`config.mk`:
```
export PLATFORM = sky130hd
export DESIGN_NAME = adjust_pulse_gen
export DESIGN_NICKNAME = d
export VERILOG_FILES = /design/src/rtl/adjust_pulse_gen_pkg.sv /design/src/rtl/adjust_pulse_gen_sync_debounce.sv /design/src/rtl/adjust_pulse_gen.sv
export SDC_FILE = /design/constraint.sdc
export NUM_CORES = 1
export LEC_CHECK = 0
export CAP_MARGIN = 20
export CORE_MARGIN = 2
export CORE_UTILIZATION = 65
export CTS_BUF_LIST = sky130_fd_sc_hd__clkbuf_2 sky130_fd_sc_hd__clkbuf_4 sky130_fd_sc_hd__clkbuf_8
export CTS_CLUSTER_DIAMETER = 60
export CTS_CLUSTER_SIZE = 24
export DETAILED_ROUTE_END_ITERATION = 10
export HOLD_SLACK_MARGIN = 0.03
export PLACE_DENSITY = 0.86
export SLEW_MARGIN = 20
export SYNTH_ARGS = -nofsm -noshare
export SYNTH_HDL_FRONTEND = slang
export SYNTH_SLANG_ARGS = --single-unit
```
`constraint.sdc`:
```
create_clock -name clk -period 5.59 [get_ports clk]
set_clock_uncertainty 0.1 [all_clocks]
set_input_delay 0.8385 -clock clk [delete_from_list [all_inputs] [get_ports clk]]
set_output_delay 0.8385 -clock clk [all_outputs]
set_load 0.01 [all_outputs]
```
`src/rtl/adjust_pulse_gen_pkg.sv`:
```
// Shared FSM state, direction codes and button-pair decode for the adjust pulse generator.
package adjust_pulse_gen_pkg;

  typedef enum logic [1:0] {
    ST_IDLE   = 2'd0,
    ST_DELAY  = 2'd1,
    ST_REPEAT = 2'd2
  } state_t;

  localparam logic DIR_UP   = 1'b1;
  localparam logic DIR_DOWN = 1'b0;

  typedef struct packed {
    logic valid;
    logic dir;
  } dec_t;

  // Pair is {up, down}; both pressed is treated the same as none pressed.
  function automatic dec_t decode_btn(input logic [1:0] s);
    dec_t d;
    d.valid = 1'b0;
    d.dir   = DIR_UP;
    case (s)
      2'b10: begin d.valid = 1'b1; d.dir = DIR_UP;   end
      2'b01: begin d.valid = 1'b1; d.dir = DIR_DOWN; end
      default: begin d.valid = 1'b0; d.dir = DIR_UP; end
    endcase
    return d;
  endfunction

endpackage

```
`src/rtl/adjust_pulse_gen_sync_debounce.sv`:
```
// Two-flop synchroniser plus stability counter for a W-bit group of raw buttons.
module sync_debounce #(
  parameter int W          = 2,
  parameter int DEB_CYCLES = 20
) (
  input  logic         clk,
  input  logic         reset_n,
  input  logic [W-1:0] i_raw,
  output logic [W-1:0] o_stable
);

  localparam int CW = (DEB_CYCLES > 1) ? $clog2(DEB_CYCLES) : 1;

  logic [W-1:0]  r_meta;
  logic [W-1:0]  r_sync;
  logic [W-1:0]  r_last;
  logic [W-1:0]  r_stable;
  logic [CW-1:0] r_cnt;

  // The whole group restarts its count on any bit change, so a mixed
  // transition can never be accepted half-way.
  always_ff @(posedge clk or negedge reset_n) begin
    if (!reset_n) begin
      r_meta   <= '0;
      r_sync   <= '0;
      r_last   <= '0;
      r_stable <= '0;
      r_cnt    <= '0;
    end else begin
      r_meta <= i_raw;
      r_sync <= r_meta;
      r_last <= r_sync;
      if (r_sync != r_last) begin
        r_cnt <= '0;
      end else if (r_cnt == CW'(DEB_CYCLES - 1)) begin
        r_stable <= r_last;
      end else begin
        r_cnt <= r_cnt + CW'(1);
      end
    end
  end

  assign o_stable = r_stable;

endmodule

```
`src/rtl/adjust_pulse_gen.sv`:
```
// Button-to-counter adjust pulser: one pulse per press, then auto-repeat while held.
//  state     | meaning
//  ST_IDLE   | no direction accepted, waiting for a debounced UP or DOWN
//  ST_DELAY  | first pulse sent, counting the hold delay to the first repeat
//  ST_REPEAT | auto-repeating at the repeat interval while the button is held
module adjust_pulse_gen
  import adjust_pulse_gen_pkg::*;
#(
  parameter int DEB_CYCLES    = 20,
  parameter int HOLD_CYCLES   = 50,
  parameter int REPEAT_CYCLES = 10
) (
  input  logic clk,
  input  logic reset_n,
  input  logic btn_up,
  input  logic btn_down,
  output logic en,
  output logic Up_down,
  output logic active
);

  localparam int TMAX = (HOLD_CYCLES > REPEAT_CYCLES) ? HOLD_CYCLES : REPEAT_CYCLES;
  localparam int TW   = (TMAX > 1) ? $clog2(TMAX) : 1;

  logic [1:0] w_stable;
  dec_t       w_dec;
  logic       w_same;

  state_t      r_state;
  logic        r_dir;
  logic [TW-1:0] r_timer;
  logic        r_en;
  logic        r_ud;
  logic        r_act;

  sync_debounce #(
    .W          (2),
    .DEB_CYCLES (DEB_CYCLES)
  ) u_sync_debounce (
    .clk      (clk),
    .reset_n  (reset_n),
    .i_raw    ({btn_up, btn_down}),
    .o_stable (w_stable)
  );

  assign w_dec  = decode_btn(w_stable);
  assign w_same = w_dec.valid && (w_dec.dir == r_dir);

  // A direction change always passes through IDLE, so en can never carry
  // two directions back to back.
  always_ff @(posedge clk or negedge reset_n) begin
    if (!reset_n) begin
      r_state <= ST_IDLE;
      r_dir   <= DIR_UP;
      r_timer <= '0;
      r_en    <= 1'b0;
      r_ud    <= DIR_UP;
      r_act   <= 1'b0;
    end else begin
      r_en <= 1'b0;
      case (r_state)
        ST_IDLE: begin
          if (w_dec.valid) begin
            r_en    <= 1'b1;
            r_ud    <= w_dec.dir;
            r_dir   <= w_dec.dir;
            r_timer <= '0;
            r_state <= ST_DELAY;
            r_act   <= 1'b1;
          end
        end
        ST_DELAY: begin
          if (!w_same) begin
            r_state <= ST_IDLE;
            r_act   <= 1'b0;
          end else if (r_timer == TW'(HOLD_CYCLES - 1)) begin
            r_en    <= 1'b1;
            r_timer <= '0;
            r_state <= ST_REPEAT;
          end else begin
            r_timer <= r_timer + TW'(1);
          end
        end
        ST_REPEAT: begin
          if (!w_same) begin
            r_state <= ST_IDLE;
            r_act   <= 1'b0;
          end else if (r_timer == TW'(REPEAT_CYCLES - 1)) begin
            r_en    <= 1'b1;
            r_timer <= '0;
          end else begin
            r_timer <= r_timer + TW'(1);
          end
        end
        default: begin
          r_state <= ST_IDLE;
          r_act   <= 1'b0;
        end
      endcase
    end
  end

  assign en      = r_en;
  assign Up_down = r_ud;
  assign active  = r_act;

endmodule
```
# Word level (Yosys, flattened, before mapping)
# Index checks and enable logic that the tools add are counted.
# classes
bitwise_logic	1
reduce_logical	9
n_eq_ne	16
n_addsub	2
muxes	23
# ops
operator	n
$mux W6	5
$pmux W6 S3	1
$mux W5	2
$ne A2 B2 Y1 const B	5
$mux W2	4
$mux W1	7
$add A6 B1 Y6 const B	1
$eq A6 B4 Y1 const B	1
$eq A6 B6 Y1 const B	1
$pmux W2 S3	1
$reduce_and A2 Y1	3
$add A5 B1 Y5 const B	1
$eq A5 B5 Y1 const B	1
$eq A2 B1 Y1 const B	2
$eq A2 B2 Y1 const B	2
$pmux W2 S2	1
$reduce_and A4 Y1	1
$ne A3 B3 Y1 const B	1
$pmux W1 S3	1
$reduce_and A3 Y1	1
$reduce_bool A3 Y1	1
$logic_not A2 Y1	1
$ne A2 B1 Y1 const B	1
$ne A2 B2 Y1	1
5 further kinds	5
# word_totals
ff_bits	24
word_cells	61

# Longest topological paths before layout
# Gate-level depths: netlist of the first run.
# logic_depth
ltp_word	6
ltp_mapped	7
mapped_depth_nobuf	6

# Hierarchy
# From an unflattened synthesis of the first run, not the netlist that was laid out.
# unflattened
cells_unflattened	116
hier_area_um2	1278.7
# modules_own_cells
module	n_inst	cells_per_inst	area_per_inst_um2
adjust_pulse_gen	1	83	780.7
sync_debounce	1	33	498.0

# Worst setup path before layout of the first run
# No wires, ideal clock.
# synth_timing
path_kind	register to register
from	register r_state[0]
to	register r_timer[4]
setup_ps	80
t_arrival_ps	1831
slack_ps	3578
path_stages_with_launch	8
t_required_ps	5410
cell_sequence	dfrtp_1 > inv_1 > ha_1 > buf_6 > or2_4 > a211o_4 > or3_1 > o211ai_2
# synth_via
elab_chain_len	3
# synth_rtl
element	line	text
start, declared	adjust_pulse_gen.sv:29	state_t r_state;
start signal, assigned	adjust_pulse_gen.sv:53	r_state <= ST_IDLE;
start signal, assigned	adjust_pulse_gen.sv:68	r_state <= ST_DELAY;
start signal, assigned	adjust_pulse_gen.sv:74	r_state <= ST_IDLE;
$eq A2 B1 Y1, or another cell as far along	adjust_pulse_gen.sv:61	case (r_state)
$ne A2 B2 Y1 (no source line) / $reduce_bool A3 Y1 (equally long branches)	-	
$reduce_and A4 Y1 (no source line)	-	
end signal, assigned	adjust_pulse_gen.sv:81	r_timer <= r_timer + TW'(1);
end signal, assigned	adjust_pulse_gen.sv:92	r_timer <= r_timer + TW'(1);
end, declared	adjust_pulse_gen.sv:31	logic [TW-1:0] r_timer;
# Several ways; a longest one is shown, not always the timed one.
# A chain may end at the register's enable or synchronous reset.

# Worst setup path in the final report of the first run
# layout_timing
from	register r_ud (netlist: Up_down)
to	output Up_down
# layout_lines
element	line	text
start, declared	adjust_pulse_gen.sv:33	logic r_ud;
start signal, assigned	adjust_pulse_gen.sv:65	r_ud <= w_dec.dir;
end, declared	adjust_pulse_gen.sv:18	output logic Up_down,
# No word-level cell between the ends.

==> flow_metrics.env, run 1 <==
export IMPL_viasPerCell=5.93
export IMPL_die_h_um=48.0
export IMPL_total_power_mw=0.317
export IMPL_ys_top_cells_by_area="dfrtp_1 46%, ha_1 8.0%, nand2_1 3.6%"
export IMPL_vdd_ir_drop_max_v=0.000153
export IMPL_synth_seq_cells=24
export IMPL_synth_edf_count=0
export IMPL_first_pass_iters=4
export IMPL_tns_ns=0
export IMPL_pwr_share_comb=0.036
export IMPL_path_cells="clkdlybuf4s50_1"
export IMPL_vias=877
export IMPL_synth_top_cell_by_area="dfrtp_1"
export IMPL_cts_hold_buf=0
export IMPL_grt_util_met3=0.0491
export IMPL_layout_commonest_cell="dfrtp_1"
export IMPL_die_area_um2=2300
export IMPL_multi_input_comb_area_um2=613
export IMPL_cts_tree="built"
export IMPL_r2r_start="r_state[0]$_DFFE_PN0P_"
export IMPL_start_util=0.712
export IMPL_critPathArrivalTime_ns=1.41
export IMPL_cts_root_buf="clkbuf_4"
export IMPL_path_delay_family="flip-flops"
export IMPL_coreArea_um2=1760
export IMPL_maxCapViolCount=0
export IMPL_worstMarginPinSlew_ns=0.522
export IMPL_async_flop_share=1.00
export IMPL_mostFrequentLayoutCells="23 x dfrtp_1, 12 x nand2_1, 8 x ha_1"
export IMPL_wire_per_inst_um=15.5
export IMPL_reg2reg_to="r_timer[4]$_DFFE_PN0P_"
export IMPL_use_met1=0.282
export IMPL_crit_type="register to output pin"
export IMPL_min_period_ns=2.35
export IMPL_diodes=0
export IMPL_crit_path_end_kind="output pin"
export IMPL_fp_row_count=15
export IMPL_grt_overflow=0
export IMPL_wl_mm=2.29
export IMPL_grt_max_degree=25
export IMPL_synth_area_per_cell_um2=10.8
export IMPL_swShare=0.198
export IMPL_port_buffers=6
export IMPL_ys_seq_area_frac=0.479
export IMPL_slew_viol_final=0
export IMPL_internal_power_mw=0.254
export IMPL_gr_usage_all_layers=0.239
export IMPL_hold_ws_ns=0.265
export IMPL_crit_buf_inv=1
export IMPL_slowest_stage="dfstp_2"
export IMPL_hp_start="u_sync_debounce.r_meta[0]$_DFF_PN0_"
export IMPL_fill_cells=132
export IMPL_hold_end="u_sync_debounce.r_sync[0]$_DFF_PN0_"
export IMPL_max_stage_delay_ns=0.57
export IMPL_cts_path_max_buffers=2
export IMPL_io_pins=7
export IMPL_hold_violations=0
export IMPL_use_met2=0.376
export IMPL_die_w_um=48.0
export IMPL_ys_flop_type="dfrtp_1"
export IMPL_synth_cells=116
export IMPL_switchingPower_mw=0.0625
export IMPL_grt_busiest_layer="met2"
export IMPL_cts_resized=0
export IMPL_worst_hold_path_type="register to register"
export IMPL_cts_sinks=24
export IMPL_antenna_found_initial=0
export IMPL_worstSkewPairLatency_ns=0.32
export IMPL_synth_fp_nets=128
export IMPL_max_freq_mhz=426
export IMPL_clkPwrFrac=0.396
export IMPL_ant_nets=0
export IMPL_grt_pass1_wl_mm=3.55
export IMPL_cts_clk_slew_worst_paths_ns=0.12
export IMPL_period_share=0.420
export IMPL_r2r_slack_ns=3.45
export IMPL_start_kind="register"
export IMPL_ys_types=37
export IMPL_rsz0062_at_grt="no"
export IMPL_reg2reg_depth=6
export IMPL_relSlewSlack=0.652
export IMPL_status="finished clean"
export IMPL_numCtsBuffers=3
export IMPL_cts_setup_buffers=0
export IMPL_syn_cell_area_um2=1260
export IMPL_finalSetupViolCount=0
export IMPL_drc=0
export IMPL_ff_latch_area_um2=602
export IMPL_drtIter0Drc=29
export IMPL_grt_pass1_vias=808
export IMPL_place_congestion=0.817
export IMPL_power_leakage_nw=0.589
export IMPL_p_seq_frac=0.568
export IMPL_yosysWarnings=0
export IMPL_cp_required_ns=4.65
export IMPL_h_tree_depth=1
export IMPL_synth_top_cell_area_share=0.458
export IMPL_critPathMaxFanout=3
export IMPL_cellPowerDensity_nw_per_um2=230
export IMPL_whs_path_depth=0
export IMPL_area_growth_pct=9.56
export IMPL_drive_gt1_frac=0.0976
export IMPL_post_dp_hpwl_mm=1.54
export IMPL_layout_nets=136
==> cell type report <==
class	instances	area share
flip-flops and latches	24	0.437
multi-input cells	83	0.445
well taps	25	0.0227
inverters	6	0.0164
clock inverters	1	0.0218
clock buffers	3	0.0164
repair buffers	6	0.0400
==> how the worst max path moves through the flow <==
stage / from / endpoint / slack (ns) / cells after the start
4_1_cts: Up_down$_DFFE_PN1P_ / Up_down / 3.23 / 1
3_5_place_dp: reset_n / u_sync_debounce.r_cnt[0]$_DFFE_PN0N_ / 3.38 / 1
2_1_floorplan: r_state[0]$_DFFE_PN0P_ / r_timer[4]$_DFFE_PN0P_ / 3.58 / 7
3_3_place_gp: reset_n / u_sync_debounce.r_cnt[0]$_DFFE_PN0N_ / 3.39 / 1
6_report: Up_down$_DFFE_PN1P_ / Up_down / 3.24 / 1
5_1_grt: Up_down$_DFFE_PN1P_ / Up_down / 3.17 / 1
==> cells by family (layout without fill, tap and decap cells) <==
family / Yosys count / count (layout) / synth area share
DFF: 24 / 24 / 0.479
and+or+nand+nor: 39 / 39 / 0.165
adders and majority gates: 8 / 8 / 0.0797
xor gates and xnor gates: 7 / 7 / 0.0488
muxes: 4 / 4 / 0.0339
buffers and inverters: 9 / 16 / 0.0329
AOI/OAI and AO/OA: 25 / 25 / 0.160
==> synthesized netlist by cell type (2+ instances only) <==
cell / count
nor2b_1: 2
xor2_1: 3
o2111ai_1: 3
or3_1: 2
inv_1: 6
clkbuf_1: 2
o21ai_0: 2
dfrtp_1: 23
nand3_1: 7
mux2_2: 2
nor2_1: 6
a211oi_1: 2
a21oi_1: 2
mux2i_1: 2
ha_1: 8
xnor2_1: 4
o21a_1: 3
nand2b_1: 2
nand2_1: 12
o211ai_1: 5
nor3_1: 2
==> metal layers <==
| layer | share of wire | up-vias |
|---|---|---|
| li1 | - | 428 |
| met1 | 0.44 | 414 |
| met2 | 0.48 | 25 |
| met3 | 0.043 | 10 |
| met4 | 0.043 | 0 |
| met5 | 0 | - |
==> registers in the layout, indices dropped and copies added, names as in the netlist, 2 cells and up <==
name,count
r_timer,6
u_sync_debounce.r_cnt,5
r_state,2
u_sync_debounce.o_stable,2
u_sync_debounce.r_last,2
u_sync_debounce.r_meta,2
u_sync_debounce.r_sync,2
==> power groups by stage <==
stage / logic [mW] / registers [mW] / clock network [mW]
6_report: 0.0114 / 0.180 / 0.125
5_1_grt: 0.0129 / 0.180 / 0.133
4_1_cts: 0.0120 / 0.180 / 0.126
3_5_place_dp: 0.0118 / 0.183 / 0
3_3_place_gp: 0.0108 / 0.183 / 0
2_1_floorplan: 0.00492 / 0.182 / 0
==> metrics by stage <==
step | setup WS [ns] | instances | instance area, µm² | utilization
2_1_floorplan | 3.58 | 116 | 1260 | -
3_3_place_gp | 3.39 | 144 | 1330 | 0.753
3_5_place_dp | 3.38 | 144 | 1330 | 0.753
4_1_cts | 3.23 | 148 | 1380 | 0.783
5_1_grt | 3.17 | 148 | 1380 | 0.780
6_report | 3.24 | 148 | 1380 | 0.780
(Power assumes the default switching activity.)
==> inputs of run 2 (changes only) <==
--- a/config.mk
+++ b/config.mk
@@ -7,13 +7,13 @@
 export LEC_CHECK = 0
 export CAP_MARGIN = 20
 export CORE_MARGIN = 2
-export CORE_UTILIZATION = 65
+export CORE_UTILIZATION = 55
 export CTS_BUF_LIST = sky130_fd_sc_hd__clkbuf_2 sky130_fd_sc_hd__clkbuf_4 sky130_fd_sc_hd__clkbuf_8
 export CTS_CLUSTER_DIAMETER = 60
 export CTS_CLUSTER_SIZE = 24
 export DETAILED_ROUTE_END_ITERATION = 10
 export HOLD_SLACK_MARGIN = 0.03
-export PLACE_DENSITY = 0.86
+export PLACE_DENSITY = 0.77
 export SLEW_MARGIN = 20
 export SYNTH_ARGS = -nofsm -noshare
 export SYNTH_HDL_FRONTEND = slang
==> constraint.sdc (replaced) <==
create_clock -name clk -period 2.01 [get_ports clk]
set_clock_uncertainty 0.1 [all_clocks]
set_input_delay 0.3015 -clock clk [delete_from_list [all_inputs] [get_ports clk]]
set_output_delay 0.3015 -clock clk [all_outputs]
set_load 0.01 [all_outputs]
==> flow_metrics.env, run 2 (same netlist as run 1, synthesis figures left out) <==
export IMPL_hold_ws_ns=0.216
export IMPL_worstSkewPairLatency_ns=0.33
export IMPL_grt_pass1_vias=902
export IMPL_final_util=0.661
export IMPL_crit_path_end_kind="register"
export IMPL_maxCapViolCount=0
export IMPL_crit_type="register to register"
export IMPL_worstMarginPinSlew_ns=0.466
export IMPL_cts_clk_slew_worst_paths_ns=0.14
export IMPL_max_freq_mhz=515
export IMPL_fp_row_count=17
export IMPL_startpoint="r_state[0]$_DFFE_PN0P_"
export IMPL_critPathMaxFanout=4
export IMPL_r2r_slack_ns=0.07
export IMPL_wl_mm=2.27
export IMPL_start_kind="register"
export IMPL_die_area_um2=2680
export IMPL_area_growth_pct=15.2
export IMPL_cp_required_ns=2.17
export IMPL_reg2reg_depth=6
export IMPL_slowest_stage="dfrtp_1"
export IMPL_mostFrequentLayoutCells="23 x dfrtp_1, 12 x nand2_1, 7 x nand3_1, 7 x buf_4"
export IMPL_wire_per_inst_um=14.3
export IMPL_period_share=0.966
export IMPL_grt_pass1_wl_mm=3.89
export IMPL_ant_nets=0
export IMPL_vias=905
export IMPL_drc=0
export IMPL_max_stage_delay_ns=0.45
export IMPL_cts_tree="built"
export IMPL_endpoint="r_timer[4]$_DFFE_PN0P_"
export IMPL_h_tree_depth=1
export IMPL_path_cells="inv_2 > ha_2 > or2_4 > a211o_4 > or3_1 > o211ai_2"
export IMPL_status="finished clean"
export IMPL_cp_depth=6
export IMPL_coreArea_um2=2190
export IMPL_tns_ns=0
export IMPL_gr_usage_all_layers=0.197
export IMPL_finalSetupViolCount=0
export IMPL_layout_commonest_cell="dfrtp_1"
export IMPL_critPathArrivalTime_ns=2.10
export IMPL_drtIter0Drc=26
export IMPL_drive_gt1_frac=0.169
export IMPL_place_congestion=0.882
export IMPL_hold_violations=0
export IMPL_reg2reg_to="r_timer[4]$_DFFE_PN0P_"
export IMPL_antenna_found_initial=0
export IMPL_cellPowerDensity_nw_per_um2=615
export IMPL_first_pass_iters=4
export IMPL_worst_hold_path_type="primary input to async pin"
export IMPL_cts_path_max_buffers=2
export IMPL_relSlewSlack=0.687
export IMPL_cts_root_buf="clkbuf_4"
export IMPL_rsz0062_at_grt="no"
export IMPL_grt_overflow=0
export IMPL_largest_register="r_timer"
export IMPL_r2r_start="r_state[0]$_DFFE_PN0P_"
export IMPL_cts_sinks=24
export IMPL_die_h_um=51.8
export IMPL_start_util=0.573
export IMPL_reg_top3="r_timer: 6 flops, u_sync_debounce.r_cnt: 5 flops"
export IMPL_layout_nets=143
export IMPL_grt_max_degree=25
export IMPL_post_dp_hpwl_mm=1.64
export IMPL_crit_buf_inv=1
export IMPL_path_delay_family="simple AND/OR/NAND/NOR gates"
export IMPL_die_w_um=51.8
export IMPL_vdd_ir_drop_max_v=0.000374
export IMPL_numCtsBuffers=3
export IMPL_power_leakage_nw=0.628
export IMPL_largest_reg_flops=6
export IMPL_slew_viol_final=0
export IMPL_cts_hold_buf=0
export IMPL_io_pins=7
export IMPL_viasPerCell=5.73
export IMPL_min_period_ns=1.94
export IMPL_diodes=0
export IMPL_port_buffers=6
export IMPL_total_power_mw=0.891
[run 2: power breakdown]
part | total, mW | internal [mW] | switching [mW]
clock | 0.358 | 0.202 | 0.157
combinational | 0.0325 | 0.0141 | 0.0184
sequential | 0.500 | 0.493 | 0.00678
[run 2: worst register-to-register path, delay by kind of cell, from the launching register on]
kind                       cells  cell delay [ns]
and+or+nand+nor                2             0.59
buffers and inverters          1             0.07
adders and majority gates      1             0.20
AOI/OAI and AO/OA              2             0.46
DFF                            1             0.45
[run 2: final cells by class]
cell class | instances | area, µm²
Fill cell | 175 | 743
Clock inverter | 1 | 30.0
Inverter | 6 | 22.5
Clock buffer | 3 | 22.5
Tap cell | 28 | 35.0
Timing Repair Buffer | 13 | 113
Sequential cell | 24 | 602
Multi-Input combinational cell | 83 | 623
[run 2: timing repair]
item	4_1_cts	5_1_grt
endpoints found under the setup margin	0	6
buffers inserted	0	2
resized for setup	0	4
[run 2: layer usage]
metal	vias to the layer above	routed length (µm)	global-route usage
met5	-	0	0
met4	0	22	0.0702
met2	12	1130	0.350
met1	447	1070	0.245
met3	2	41	0.0259
li1	444	-	-
[run 2: worst min-delay path by stage]
stage                                                    from                                    to  slack, ns  cells past startpoint
after global placement    u_sync_debounce.r_meta[0]$_DFF_PN0_   u_sync_debounce.r_sync[0]$_DFF_PN0_       0.23                      0
after global routing                                  reset_n  u_sync_debounce.r_cnt[4]$_DFFE_PN0N_       0.24                      2
after CTS                                             reset_n  u_sync_debounce.r_cnt[4]$_DFFE_PN0N_       0.22                      2
after detailed placement  u_sync_debounce.r_meta[0]$_DFF_PN0_   u_sync_debounce.r_sync[0]$_DFF_PN0_       0.24                      0
after floorplan                                       reset_n                    active$_DFFE_PN0P_      -0.09                      0
final                                                 reset_n                r_state[1]$_DFFE_PN0P_       0.22                      2
[run 2: stage by stage]
stage	cells	instance area, µm²	worst slack, ns
after CTS	156	1420	0.0127
after global placement	152	1370	0.104
after floorplan	116	1260	0.0104
after detailed placement	152	1370	0.0450
after global routing	158	1450	0.00400
final	158	1450	0.0686
